==> config.mk <==
export PLATFORM = sky130hd
export DESIGN_NAME = rr_arbiter8
export DESIGN_NICKNAME = d
export VERILOG_FILES = /design/src/rtl/rr_arbiter8.sv
export SDC_FILE = /design/constraint.sdc
export NUM_CORES = 1
export LEC_CHECK = 0
export BUFFER_PORTS_ARGS = -buffer_cell sky130_fd_sc_hd__clkbuf_2
export CAP_MARGIN = 30
export CORE_MARGIN = 3
export CORE_UTILIZATION = 31
export CTS_BUF_LIST = sky130_fd_sc_hd__clkbuf_4 sky130_fd_sc_hd__clkbuf_8 sky130_fd_sc_hd__clkbuf_16
export DETAILED_ROUTE_END_ITERATION = 7
export PLACE_DENSITY_LB_ADDON = 0.12
export RECOVER_POWER = 100
export SETUP_SLACK_MARGIN = 0.5
export SYNTH_ARGS = -nofsm -noshare
export SYNTH_HDL_FRONTEND = slang
export SYNTH_SLANG_ARGS = --single-unit
==> constraint.sdc <==
create_clock -name clock_i -period 5 [get_ports clock_i]
set_clock_uncertainty 0.1 [all_clocks]
set_input_delay 0.5 -clock clock_i [delete_from_list [all_inputs] [get_ports clock_i]]
set_output_delay 0.5 -clock clock_i [all_outputs]
set_load 0.05 [all_outputs]
==> src/rtl/rr_arbiter8.sv <==
// Round-robin arbiter for one 8-way shared resource: decoder-ready index/enable plus one-hot grant.
// A tenure ends on release, owner request drop or hold timeout, followed by a mandatory idle cycle.
module rr_arbiter8 #(
  parameter int MAX_HOLD = 15,
  parameter int CNT_W    = 4
) (
  input  logic       clock_i,
  input  logic       reset_i,
  input  logic [7:0] req_i,
  input  logic       release_i,
  output logic [2:0] sel_o,
  output logic       sel_en_o,
  output logic [7:0] gnt_o,
  output logic       busy_o,
  output logic       expired_o
);

  localparam logic [0:0] ST_IDLE  = 1'b0;
  localparam logic [0:0] ST_GRANT = 1'b1;

  localparam logic [CNT_W-1:0] HOLD_LIM = CNT_W'(MAX_HOLD);
  localparam logic [CNT_W-1:0] CNT_SAT  = '1;
  localparam bit               HOLD_ON  = (MAX_HOLD != 0);

  logic [0:0]       state_q, state_d;
  logic [2:0]       ptr_q, ptr_d;
  logic [2:0]       sel_q, sel_d;
  logic             sel_en_q, sel_en_d;
  logic [7:0]       gnt_q, gnt_d;
  logic             expired_q, expired_d;
  logic [CNT_W-1:0] cnt_q, cnt_d;

  // Requests rotated so that bit 0 is the current highest-priority requester.
  logic [7:0] req_rot;
  logic [2:0] win_off;
  logic [2:0] win_idx;
  logic       any_req;

  generate
    for (genvar gi = 0; gi < 8; gi++) begin : g_rot
      assign req_rot[gi] = req_i[3'(ptr_q + 3'(gi))];
    end
  endgenerate

  always_comb begin
    win_off = 3'd0;
    for (int k = 7; k >= 0; k--) begin
      if (req_rot[k]) win_off = 3'(k);
    end
  end

  assign any_req = |req_i;
  assign win_idx = ptr_q + win_off;

  logic hold_hit;
  logic owner_req;
  logic end_tenure;

  assign owner_req  = req_i[sel_q];
  assign hold_hit   = HOLD_ON && (cnt_q == HOLD_LIM);
  assign end_tenure = release_i || !owner_req || hold_hit;

  always_comb begin
    state_d   = state_q;
    ptr_d     = ptr_q;
    sel_d     = sel_q;
    sel_en_d  = sel_en_q;
    gnt_d     = gnt_q;
    expired_d = 1'b0;
    cnt_d     = cnt_q;

    case (state_q)
      ST_IDLE: begin
        if (any_req) begin
          state_d  = ST_GRANT;
          sel_d    = win_idx;
          sel_en_d = 1'b1;
          gnt_d    = 8'd1 << win_idx;
          cnt_d    = CNT_W'(1);
        end
      end
      ST_GRANT: begin
        if (end_tenure) begin
          state_d   = ST_IDLE;
          sel_en_d  = 1'b0;
          gnt_d     = 8'd0;
          ptr_d     = sel_q + 3'd1;
          cnt_d     = '0;
          // Only a pure timeout counts; a simultaneous release or drop is a normal end.
          expired_d = hold_hit && !release_i && owner_req;
        end else if (cnt_q != CNT_SAT) begin
          cnt_d = cnt_q + CNT_W'(1);
        end
      end
      default: begin
        state_d  = ST_IDLE;
        sel_en_d = 1'b0;
        gnt_d    = 8'd0;
        cnt_d    = '0;
      end
    endcase
  end

  always_ff @(posedge clock_i) begin
    if (reset_i) begin
      state_q   <= ST_IDLE;
      ptr_q     <= 3'd0;
      sel_q     <= 3'd0;
      sel_en_q  <= 1'b0;
      gnt_q     <= 8'd0;
      expired_q <= 1'b0;
      cnt_q     <= '0;
    end else begin
      state_q   <= state_d;
      ptr_q     <= ptr_d;
      sel_q     <= sel_d;
      sel_en_q  <= sel_en_d;
      gnt_q     <= gnt_d;
      expired_q <= expired_d;
      cnt_q     <= cnt_d;
    end
  end

  assign sel_o     = sel_q;
  assign sel_en_o  = sel_en_q;
  assign gnt_o     = gnt_q;
  assign busy_o    = sel_en_q;
  assign expired_o = expired_q;

endmodule

**Yosys cells after proc, flatten, opt, wreduce, memory -nomap -nowiden**

Cells that the tools add are included.

- Register bits after elaboration: 21
- Latch bits: 0
- Bits in writable memories: 0
- Memory bits (read-only): 0
- Bits of input ports: 11
- Output and inout bits: 14
- Word-level logic and storage cells: 85
- Memories kept: 0

- Add/subtract/negate cells: 10
- Multiply operators: 0
- Divide/modulo/power cells: 0
- $lt $le $gt $ge: 9
- Eq/ne operators: 5
- Shifts and indexed selects: 1
- Mux-type cells: 39
- Bitwise logic cells: 2
- Reduce and logical (&&, ||, !) cells: 12

Operator list:

| cell | count |
|---|---|
| less-than comparator 3 x 4 -> 1 bit (second input constant) | 9 |
| binary-select mux 1 bit (select 3 bit) | 9 |
| two-way mux 3 bit | 8 |
| two-way mux 8 bit | 2 |
| case mux 8 bit (2 select lines) | 1 |
| two-way mux 1 bit | 13 |
| adder 3 bit (second input constant) | 4 |
| two-way mux 4 bit | 3 |
| case mux 4 bit (2 select lines) | 1 |
| AND reduction 2 bit | 4 |
| OR reduction 8 bit | 1 |
| left shift 1 x 3 -> 8 bit (first input constant) | 1 |
| adder 3 x 1 -> 3 bit (second input constant) | 2 |
| adder 3 x 2 -> 3 bit (second input constant) | 2 |
| adder 4 x 1 -> 4 bit (second input constant) | 1 |
| equality test 4 bit (second input constant) | 1 |
| inequality test 4 bit (second input constant) | 1 |
| case mux 1 bit (2 select lines) | 2 |
| adder 3 bit | 1 |
| inequality test 3 x 1 -> 1 bit (second input constant) | 1 |
| OR reduction 3 bit | 1 |
| logical AND 1 bit | 2 |
| logical NOT 1 bit | 2 |
| logical OR 1 bit | 2 |
| other kinds (3) | 4 |

**Longest topological paths before layout**

Gate-level depths: netlist (run 1).

- Depth in word-level cells: 15
- Depth in mapped cells: 17
- Mapped depth without buffers: 15

**Worst setup path after synthesis (run 1)**

OpenSTA, ideal clock, no wires.

- Path type: register to register
- Start point: register ptr_q[0]
- End point: register gnt_q[2] (netlist: gnt_o[2])
- Setup time: 0.063 ns
- Arrival time: 3.784 ns
- Data required time: 4.837 ns
- Setup slack: 1.053 ns
- Cell stages (with the launch flop): 18
- Path buffers: 2
- Period minus slack after synthesis: 3.947 ns
- Cell sequence: dfxtp_1 > buf_6 > inv_2 > ha_1 > buf_2 > mux2i_1 > mux4_2 > nand2b_1 > o21ai_0 > nand2_1 > a221oi_1 > ha_1 > inv_1 > fa_1 > or4b_2 > nor2_1 > nand3_1 > nand3_1

- Cells in the longest elaborated chain, start to end: 15
- Elaborated cells between the ends (all ways): 35
- Classes of those cells: add/sub (8); shift (1); mux (26)

RTL lines:

| item | line | text |
|---|---|---|
| start: declaration | 26 | `logic [2:0] ptr_q, ptr_d;` |
| start signal: assignment | 115 | `ptr_q <= ptr_d;` |
| adder 3 bit | 41 | `assign req_rot[gi] = req_i[3'(ptr_q + 3'(gi))];` |
| binary-select mux 1 bit (select 3 bit) | 41 |  |
| two-way mux 1 bit (not written as such) | 41 |  |
| two-way mux 3 bit (8 in a row) | 48 | `if (req_rot[k]) win_off = 3'(k);` |
| adder 3 bit (*) | 53 | `assign win_idx = ptr_q + win_off;` |
| left shift 1 x 3 -> 8 bit (*) | 78 | `gnt_d = 8'd1 << win_idx;` |
| two-way mux 8 bit (*) | 74 | `if (any_req) begin` |
| case mux 8 bit (2 select lines) (*) | 72 | `case (state_q)` |
| end signal: assignment | 118 | `gnt_q <= gnt_d;` |
| end: declaration | 29 | `logic [7:0] gnt_q, gnt_d;` |

Mark *: on every way between the ends. The rest lies on a longest branch, timed or not. The select of a mux whose other input is x is not followed.
A chain may end at the register's enable or synchronous reset.

**Final worst setup path (run 1)**

- Start point: register ptr_q[0]
- End point: register gnt_q[6] (netlist: gnt_o[6])

Same word-level chain as after synthesis.

==> qor.txt, run 1 <==
Unique masters post-synth -> 45
first-pass GRT wire length -> 7040 um
max-cap viol count -> 0
crit path DAT -> 4.42 ns
Final Wtd Congestion -> 0.792
Logic pwr share -> 0.601
Clock Power Share -> 0.139
# diodes -> 0
share of layout cells above drive strength 1 -> 0.192
vias in the first global route -> 1444
CTS Sinks -> 21
Via density -> 5.44
Port Buffers -> 24
Post-DRT Antenna Nets -> 0
worst slew pin tran -> 0.956 ns
most frequent cells in the layout -> nor2_1 (25), dfxtp_1 (21), nand3_1 (18)
Syn Area/Cell -> 9.26 um^2
Final #Nets -> 221
Hold/Removal Path Class -> flip-flop to flip-flop
Reg power frac -> 0.260
crit path max fanout -> 11
commonest non-fill, non-tap cell in the layout -> nor2_1
Psw -> 0.400 mW
Worst Setup Start Kind -> flip-flop
synthesized flop and latch total -> 21
Worst slew margin -> 0.359
Fin. Hold Viols -> 0
Synth Warn # -> 0
GR Overflow Total -> 0
Hold Buf Count CTS -> 0
sw frac -> 0.472
Critical Path Sink Type -> flip-flop
Avg WL per Cell -> 14.9 um
period utilization -> 0.862
post-layout util -> 0.364
drt pass-1 iters -> 4
GRT Resource Usage Total -> 0.140
Final Max Slew Viols -> 0
Hold Worst Slack -> 0.359 ns
Post-route DRC -> 0
initial antenna violation count -> 0
max frequency -> 232 MHz
# resized after CTS -> 0
CTS tree -> built
Area Growth Syn to Fin -> 11.3%
largest net degree at the start of global routing -> 15
Setup Crit Path Kind -> flip-flop to flip-flop
die span in y -> 80.1 um
Static Leakage -> 0.702 nW
final setup TNS -> 0 ns
internal power -> 0.448 mW
full die area -> 6420 um^2
top_reg_cell synth -> dfxtp_1
Finish-stage setup viols -> 0
CTS root buf -> clkbuf_8
initial cell density of the core -> 0.327
Clock Pin Slew Worst Setup and Hold Paths -> 0.08 ns
Post-CTS Setup Bufs -> 0
Clk Latency, worst-skew pair -> 0.26 ns
# rows -> 26
routed vias -> 1484
Die X -> 80.1 um
outcome -> finished clean
worst path required time -> 5.11 ns
Final min period -> 4.31 ns
H-tree Lvls -> 1
RSZ-0062 raised after global routing -> false
PwrDens -> 447 nW/um^2
Post-Route WL -> 4060 um
EDFF count, synth -> 0
Cell Area, Synth -> 1700 um^2
Max IR drop VDD -> 175 uV
Ports -> 25
sequential fraction of the synthesis area -> 0.247
cells after synthesis -> 184
Iteration-0 DRC Markers -> 133
Post-synth ARST share -> 0
Synth Net Count -> 201
CTS Buf Count -> 3
Core Area -> 5200 um^2
Final HPWL DP -> 3140 um
Clock Tree Buf Depth -> 2
[worst max-delay path, cell delays in order, from the launching register on]
cell	delay, ns
dfxtp_1	0.35
inv_1	0.15
ha_1	0.50
mux4_2	0.39
mux2_1	0.36
nand2b_1	0.34
a32o_1	0.29
a22oi_1	0.24
fa_1	0.52
or4b_2	0.68
nor2_1	0.15
nand3_1	0.09
nand3_1	0.10
[worst paths after layout]
kind | startpoint | endpoint | slack (ns) | depth (start not counted)
setup reg to reg | ptr_q[0] | gnt_o[6] | 0.69 | 12
hold / removal | gnt_o[4] | gnt_o[4] | 0.36 | 2
hold reg to reg | gnt_o[4] | gnt_o[4] | 0.36 | 2
setup / recovery | ptr_q[0] | gnt_o[6] | 0.69 | 12
[per-stage QoR]
| step | instance area, um^2 | total power [mW] | instances | worst slack, ns |
|---|---|---|---|---|
| after floorplan | 1700 | 0.654 | 184 | 1.05 |
| after global placement | 1870 | 0.740 | 269 | 0.937 |
| after detailed placement | 1870 | 0.745 | 269 | 0.810 |
| after CTS | 1910 | 0.868 | 273 | 0.786 |
| after global routing | 1900 | 0.913 | 273 | 0.390 |
| final | 1900 | 0.848 | 273 | 0.692 |
[state kept, by name, indices dropped and copies added (netlist names)]
signal     count
gnt_o          8
sel_o          3
ptr_q          3
cnt_q          4
busy_o         1
state_q        1
expired_o      1
[routing by layer]
metal / part of all wire / GRT usage
met1: 0.43 / 0.170
met2: 0.52 / 0.248
met3: 0.029 / 0.0213
met4: 0.017 / 0.0507
met5: 0 / 0
[synth_stat cells (all sizes together) (3+ instances only)]
cell type / count / share of area
nand2: 15 / 0.033
dfxtp: 21 / 0.25
o21ai: 14 / 0.043
a21oi: 7 / 0.021
inv: 6 / 0.013
clkbuf: 4 / 0.0088
buf: 8 / 0.032
mux2i: 9 / 0.062
nand3: 19 / 0.059
ha: 5 / 0.037
xor2: 4 / 0.021
nor2: 25 / 0.055
mux4: 14 / 0.19
nand4b: 3 / 0.015
[power by group through the flow]
stage	sequential, mW	clock, mW	combinational [mW]
6_report	0.221	0.118	0.510
5_1_grt	0.225	0.132	0.557
4_1_cts	0.222	0.124	0.522
3_5_place_dp	0.226	0	0.519
3_3_place_gp	0.224	0	0.515
2_1_floorplan	0.296	0	0.358
[cell families after synthesis]
| kind of cell | Yosys count | share of synthesized area |
|---|---|---|
| AOI/OAI and AO/OA | 30 | 0.123 |
| and+or+nand+nor | 78 | 0.232 |
| DFF | 21 | 0.247 |
| xor gates and xnor gates | 6 | 0.0308 |
| adders and majority gates | 6 | 0.0485 |
| muxes | 25 | 0.265 |
| buffers and inverters | 18 | 0.0536 |
[cell type report]
class                   count  area [um^2]
multi-input cells         145         1190
well taps                  70         87.6
flip-flops and latches     21          420
repair buffers             27          125
fillers                   576         3310
clock buffers               4         48.8
inverters                   6         22.5
(Power assumes the default switching activity.)
==> run 2, diff against run 1 <==
- clock period: 5 -> 5.53 ns (I/O delays scaled with it)
==> qor.txt, run 2 (synthesized netlist as in run 1, its figures left out) <==
outcome -> finished clean
period utilization -> 0.812 (-0.0497)
CTS Buf Count -> 3 (unchanged)
Clk Latency, worst-skew pair -> 0.26 ns (about the same)
Avg WL per Cell -> 14.8 um (-0.13%)
Clock Power Share -> 0.133 (-0.006)
most frequent cells in the layout -> nor2_1 (25), dfxtp_1 (21), nand3_1 (18)
Post-Route WL -> 4020 um (-0.86%)
Psw -> 0.362 mW (-9.4%)
RSZ-0062 raised after global routing -> false
Critical Path Sink Type -> flip-flop
Worst R2R Setup Slack -> 1.04 ns (+0.35 ns)
Post-DRT Antenna Nets -> 0 (unchanged)
max frequency -> 223 MHz (-4.0%)
Static Leakage -> 0.691 nW (-1.6%)
Final min period -> 4.49 ns (+0.182 ns)
slowest CP cell -> or4b_2
hold path depth -> 2 (unchanged)
Clock Tree Buf Depth -> 2 (unchanged)
internal power -> 0.397 mW (-11%)
commonest non-fill, non-tap cell in the layout -> nor2_1
drt pass-1 iters -> 4 (unchanged)
Setup Crit Path Kind -> flip-flop to flip-flop
first-pass GRT wire length -> 7070 um (+0.48%)
CTS tree -> built
Core Area -> 5200 um^2 (unchanged)
crit path DAT -> 4.59 ns (+0.17 ns)
vias in the first global route -> 1470 (+1.8%)
Final Max Slew Viols -> 0 (unchanged)
Clock Pin Slew Worst Setup and Hold Paths -> 0.08 ns (about the same)
Logic pwr share -> 0.589 (-0.012)
die span in y -> 80.1 um (unchanged)
share of layout cells above drive strength 1 -> 0.194 (+0.00191)
Max IR drop VDD -> 136 uV (-23%)
most used cell, CP -> nand3_1
Critical Path Max Stage Delay -> 0.68 ns (about the same)
# resized after CTS -> 0 (unchanged)
Post-route DRC -> 0 (unchanged)
M3 GR Usage -> 0.0101 (-0.0112)
Fin. Hold Viols -> 0 (unchanged)
# diodes -> 0 (unchanged)
met2 GRT Util -> 0.241 (-0.00662)
Via density -> 5.46 (+0.47%)
initial cell density of the core -> 0.327 (unchanged)
CTS root buf -> clkbuf_8
Placed Area -> 1850 um^2 (-0.81%)
Ports -> 25 (unchanged)
CP Cell Sequence -> inv_1, ha_1, mux4_2, mux2_2, nand2b_1, a32o_1, a22oi_1, fa_1, or4b_2, nor2_1, nand3_1, nand3_1
sw frac -> 0.477 (+0.00527)
worst slew pin tran -> 0.945 ns (-0.0111 ns)
post-route cell area -> 1880 um^2 (-0.92%)
Reg power frac -> 0.278 (+0.018)
max reg flops -> 8 (unchanged)
Hold/Removal Path Class -> flip-flop to flip-flop
Post-CTS Setup Bufs -> 0 (unchanged)
Port Buffers -> 24 (unchanged)
Reg2Reg Depth -> 12 (unchanged)
R2R Path End -> gnt_o[2]
grt peak-use layer -> met2
Area Growth Syn to Fin -> 10.3%
GRT Resource Usage Total -> 0.137 (-0.00324)
CP startpoint -> ptr_q[1]
largest net degree at the start of global routing -> 15 (unchanged)
Iteration-0 DRC Markers -> 117 (-12%)
Hold Buf Count CTS -> 0 (unchanged)
# rows -> 26 (unchanged)
routed vias -> 1480 (-0.27%)
CTS Sinks -> 21 (unchanged)
Final Wtd Congestion -> 0.781 (-1.3%)
initial antenna violation count -> 0 (unchanged)
Reg-to-Reg Start -> ptr_q[1]
Finish-stage setup viols -> 0 (unchanged)
Final HPWL DP -> 3140 um (about the same)
met1 usage -> 0.179 (+0.00867)
Storage cell area -> 420 um^2 (unchanged)
Worst Setup Start Kind -> flip-flop
Die X -> 80.1 um (unchanged)
Worst Min Path Start -> gnt_o[0]
worst-case hold path end point -> gnt_o[0]
Layout fillers -> 552 (-4.2%)
final setup TNS -> 0 ns (unchanged)
Final #Nets -> 219 (-0.90%)
GR Overflow Total -> 0 (unchanged)
Worst slew margin -> 0.366 (+0.00744)
H-tree Lvls -> 1 (unchanged)
full die area -> 6420 um^2 (unchanged)
worst path required time -> 5.63 ns (+0.52 ns)
max-cap viol count -> 0 (unchanged)
crit path max fanout -> 11 (unchanged)
Multi-input gate area -> 1190 um^2 (unchanged)
PwrDens -> 404 nW/um^2 (-9.6%)
## run 2: cell count changes in the layout (fill, tap and decap cells not counted)
cell	before	now
inv_2	0	1
clkinv_2	0	1
buf_4	3	1
clkbuf_4	1	0
mux2_1	2	1
inv_1	6	5
mux2_2	0	1
## run 2: worst max-delay path, delay by kind of cell, from the launching register on
family	cells	cell delay, ns
AOI/OAI and AO/OA	2	0.53
buffers and inverters	1	0.16
adders and majority gates	2	1.00
and+or+nand+nor	5	1.36
DFF	1	0.59
muxes	2	0.69
## run 2: worst max-delay path by stage
stage	slack, ns	end	cells past startpoint
global route	0.64	gnt_o[6]	15
finish	1.04	gnt_o[2]	12
CTS	1.00	gnt_o[2]	12
detailed placement	1.04	gnt_o[2]	12
global placement	1.13	gnt_o[6]	15
floorplan	1.58	gnt_o[2]	17
## run 2: per-stage QoR
| step | std cells | hold WS, ns | util | total power, mW | setup slack, ns |
|---|---|---|---|---|---|
| final | 271 | 0.359 | 0.361 | 0.759 | 1.04 |
| after global routing | 271 | 0.399 | 0.361 | 0.820 | 0.645 |
| after CTS | 271 | 0.368 | 0.364 | 0.776 | 1.00 |
| after detailed placement | 267 | 0.350 | 0.356 | 0.670 | 1.04 |
| after global placement | 267 | 0.346 | 0.356 | 0.665 | 1.13 |
| after floorplan | 184 | 0.358 | - | 0.591 | 1.58 |
## run 2: layout make-up
| cell class | count | share of cell area |
|---|---|---|
| Multi-Input combinational cell | 145 | 0.634 |
| Sequential cell | 21 | 0.224 |
| Timing Repair Buffer | 25 | 0.0586 |
| Tap cell | 70 | 0.0466 |
| Clock buffer | 3 | 0.0220 |
| Inverter | 6 | 0.0120 |
| Clock inverter | 1 | 0.00266 |
## run 2: layer usage
metal	wire length [um]	part of all wire
met5	0	0
met3	79	0.020
met1	1800	0.45
met2	2110	0.52
met4	41	0.010
## run 2: power by group through the flow
| stage | sequential [mW] | clock, mW | combinational (mW) |
|---|---|---|---|
| after floorplan | 0.268 | 0 | 0.324 |
| after global placement | 0.214 | 0 | 0.451 |
| after detailed placement | 0.216 | 0 | 0.454 |
| after CTS | 0.212 | 0.106 | 0.458 |
| after global routing | 0.216 | 0.111 | 0.492 |
| final | 0.211 | 0.101 | 0.447 |
==> run 3, diff against run 2 <==
- clock period: 5.53 -> 3.6 ns (I/O delays scaled with it)
==> qor.txt, run 3 (synthesized netlist as in run 1, its figures left out) <==
Reg-to-Reg Start -> ptr_q[0]
share of layout cells above drive strength 1 -> 0.363 (+0.169)
die span in y -> 80.1 um (unchanged)
Post-Route WL -> 4210 um (+4.7%)
PwrDens -> 634 nW/um^2 (+57%)
Die X -> 80.1 um (unchanged)
CTS root buf -> clkbuf_8
setup ws final -> 0.0124 ns (-1.03 ns)
crit path DAT -> 3.69 ns (-0.90 ns)
H-tree Lvls -> 1 (unchanged)
vias in the first global route -> 1488 (+1.2%)
GRT Resource Usage Total -> 0.139 (+0.00243)
Final #Nets -> 230 (+5.0%)
Max IR drop VDD -> 259 uV (+91%)
Placed Area -> 2000 um^2 (+8.2%)
Post-DRT Antenna Nets -> 0 (unchanged)
Hold/Removal Path Class -> input pin to flip-flop
Final Max Slew Viols -> 0 (unchanged)
final setup TNS -> 0 ns (unchanged)
most frequent cells in the layout -> nor2_1 (19), dfxtp_1 (19), nand3_1 (16)
Clock Power Share -> 0.118 (-0.015)
internal power -> 0.731 mW (+84%)
Multi-input gate area -> 1360 um^2 (+14%)
Post-route DRC -> 0 (unchanged)
Layout fillers -> 535 (-3.1%)
Final HPWL DP -> 3160 um (+0.73%)
Worst slew margin -> 0.397 (+0.0304)
worst setup path end -> gnt_o[6]
CP Cell Sequence -> inv_8, ha_4, mux2i_4, mux4_2, nand2b_4, o21ai_2, nand2_1, a221oi_2, ha_2, inv_2, fa_2, or4b_4, nor2_4, nand3_1, nand3_1
Clk Latency, worst-skew pair -> 0.26 ns (about the same)
Clock Pin Slew Worst Setup and Hold Paths -> 0.08 ns (about the same)
RSZ-0062 raised after global routing -> true
Final Wtd Congestion -> 0.780 (-0.15%)
# diodes -> 0 (unchanged)
Setup Crit Path Kind -> flip-flop to flip-flop
Storage cell area -> 425 um^2 (+1.2%)
initial cell density of the core -> 0.327 (unchanged)
max-cap viol count -> 0 (unchanged)
sw frac -> 0.466 (-0.0114)
Hold Worst Slack -> 0.354 ns (-0.00474 ns)
Core Area -> 5200 um^2 (unchanged)
post-route cell area -> 2160 um^2 (+15%)
worst slew pin tran -> 0.905 ns (-0.0399 ns)
R2R Path End -> gnt_o[6]
largest net degree at the start of global routing -> 13 (-2)
Port Buffers -> 24 (unchanged)
Finish-stage setup viols -> 0 (unchanged)
Logic pwr share -> 0.653 (+0.064)
Critical Path Max Stage Delay -> 0.54 ns (-0.14 ns)
slowest CP cell -> or4b_4
Avg WL per Cell -> 14.9 um (+0.59%)
CTS Sinks -> 21 (unchanged)
CTS tree -> built
Area Growth Syn to Fin -> 26.6%
Worst R2R Setup Slack -> 0.01 ns (-1.03 ns)
first-pass GRT wire length -> 7140 um (+0.98%)
GR Overflow Total -> 0 (unchanged)
Clock Tree Buf Depth -> 2 (unchanged)
crit path max fanout -> 6 (-5)
Critical Path Sink Type -> flip-flop
Final min period -> 3.59 ns (-0.902 ns)
period utilization -> 0.997 (+0.185)
Ports -> 25 (unchanged)
Setup WS pre-CTS -> 0.00430 ns (-1.04 ns)
Iteration-0 DRC Markers -> 80 (-32%)
CP startpoint -> ptr_q[0]
CTS Buf Count -> 3 (unchanged)
Psw -> 0.637 mW (+76%)
Via density -> 5.33 (-2.4%)
Worst Setup Start Kind -> flip-flop
max reg flops -> 8 (unchanged)
Static Leakage -> 0.788 nW (+14%)
full die area -> 6420 um^2 (unchanged)
Reg2Reg Depth -> 15 (+3)
drt pass-1 iters -> 4 (unchanged)
Hold Buf Count CTS -> 0 (unchanged)
most used cell, CP -> nand3_1
worst path required time -> 3.71 ns (-1.92 ns)
outcome -> finished clean
initial antenna violation count -> 0 (unchanged)
post-layout util -> 0.414 (+0.0534)
# rows -> 26 (unchanged)
max frequency -> 279 MHz (+25%)
Fin. Hold Viols -> 0 (unchanged)
routed vias -> 1503 (+1.6%)
Reg power frac -> 0.229 (-0.049)
[run 3: changes by cell type in the layout (fill, tap and decap cells not counted), sizes merged]
cell | previous run | this run
buf | 1 | 12
[run 3: worst max-delay path, delay by kind of cell (launching register included)]
family	cells	cell delay [ns]
AND/OR/NAND/NOR	6	1.08
buffers and inverters	2	0.07
AO/OA/AOI/OAI	2	0.29
multiplexers	2	0.66
adder cells (fa/ha/maj)	3	0.94
flip-flops	1	0.39
[run 3: cell type report]
type | count | share of cell area
well taps | 70 | 0.0406
inverters | 6 | 0.0139
clock buffers | 3 | 0.0191
repair buffers | 36 | 0.0951
flip-flops and latches | 21 | 0.197
clock inverters | 1 | 0.00232
multi-input cells | 145 | 0.632
[run 3: what timing repair did]
item / in CTS / in global routing
endpoints found under the setup margin: 10 / 10
resized for setup: 6 / 15
pin swaps: 9 / 1
buffers inserted: 0 / 2
[run 3: metal layers]
metal	up-vias	GRT usage	part of all wire
li1	741	-	-
met1	728	0.192	0.48
met2	34	0.229	0.49
met3	0	0.0269	0.033
met4	0	0.0203	0
met5	-	0	0
[run 3: stage by stage]
step	power, mW	std cells
final	1.37	282
after global routing	1.46	282
after CTS	1.33	280
after detailed placement	1.15	276
after global placement	1.13	276
after floorplan	0.963	184
[run 3: worst min path at each step]
| stage | startpoint | end | cells after the start |
|---|---|---|---|
| floorplan | cnt_q[3] | cnt_q[3] | 2 |
| global placement | gnt_o[0] | gnt_o[0] | 2 |
| detailed placement | gnt_o[0] | gnt_o[0] | 2 |
| CTS | reset_i | sel_o[1] | 2 |
| global route | reset_i | sel_o[1] | 2 |
| finish | reset_i | sel_o[1] | 2 |
[run 3: power groups by stage]
| stage | sequential, mW | clock (mW) | combinational [mW] |
|---|---|---|---|
| after floorplan | 0.413 | 0 | 0.550 |
| after global placement | 0.318 | 0 | 0.816 |
| after detailed placement | 0.320 | 0 | 0.827 |
| after CTS | 0.315 | 0.163 | 0.847 |
| after global routing | 0.320 | 0.176 | 0.965 |
| final | 0.313 | 0.161 | 0.894 |
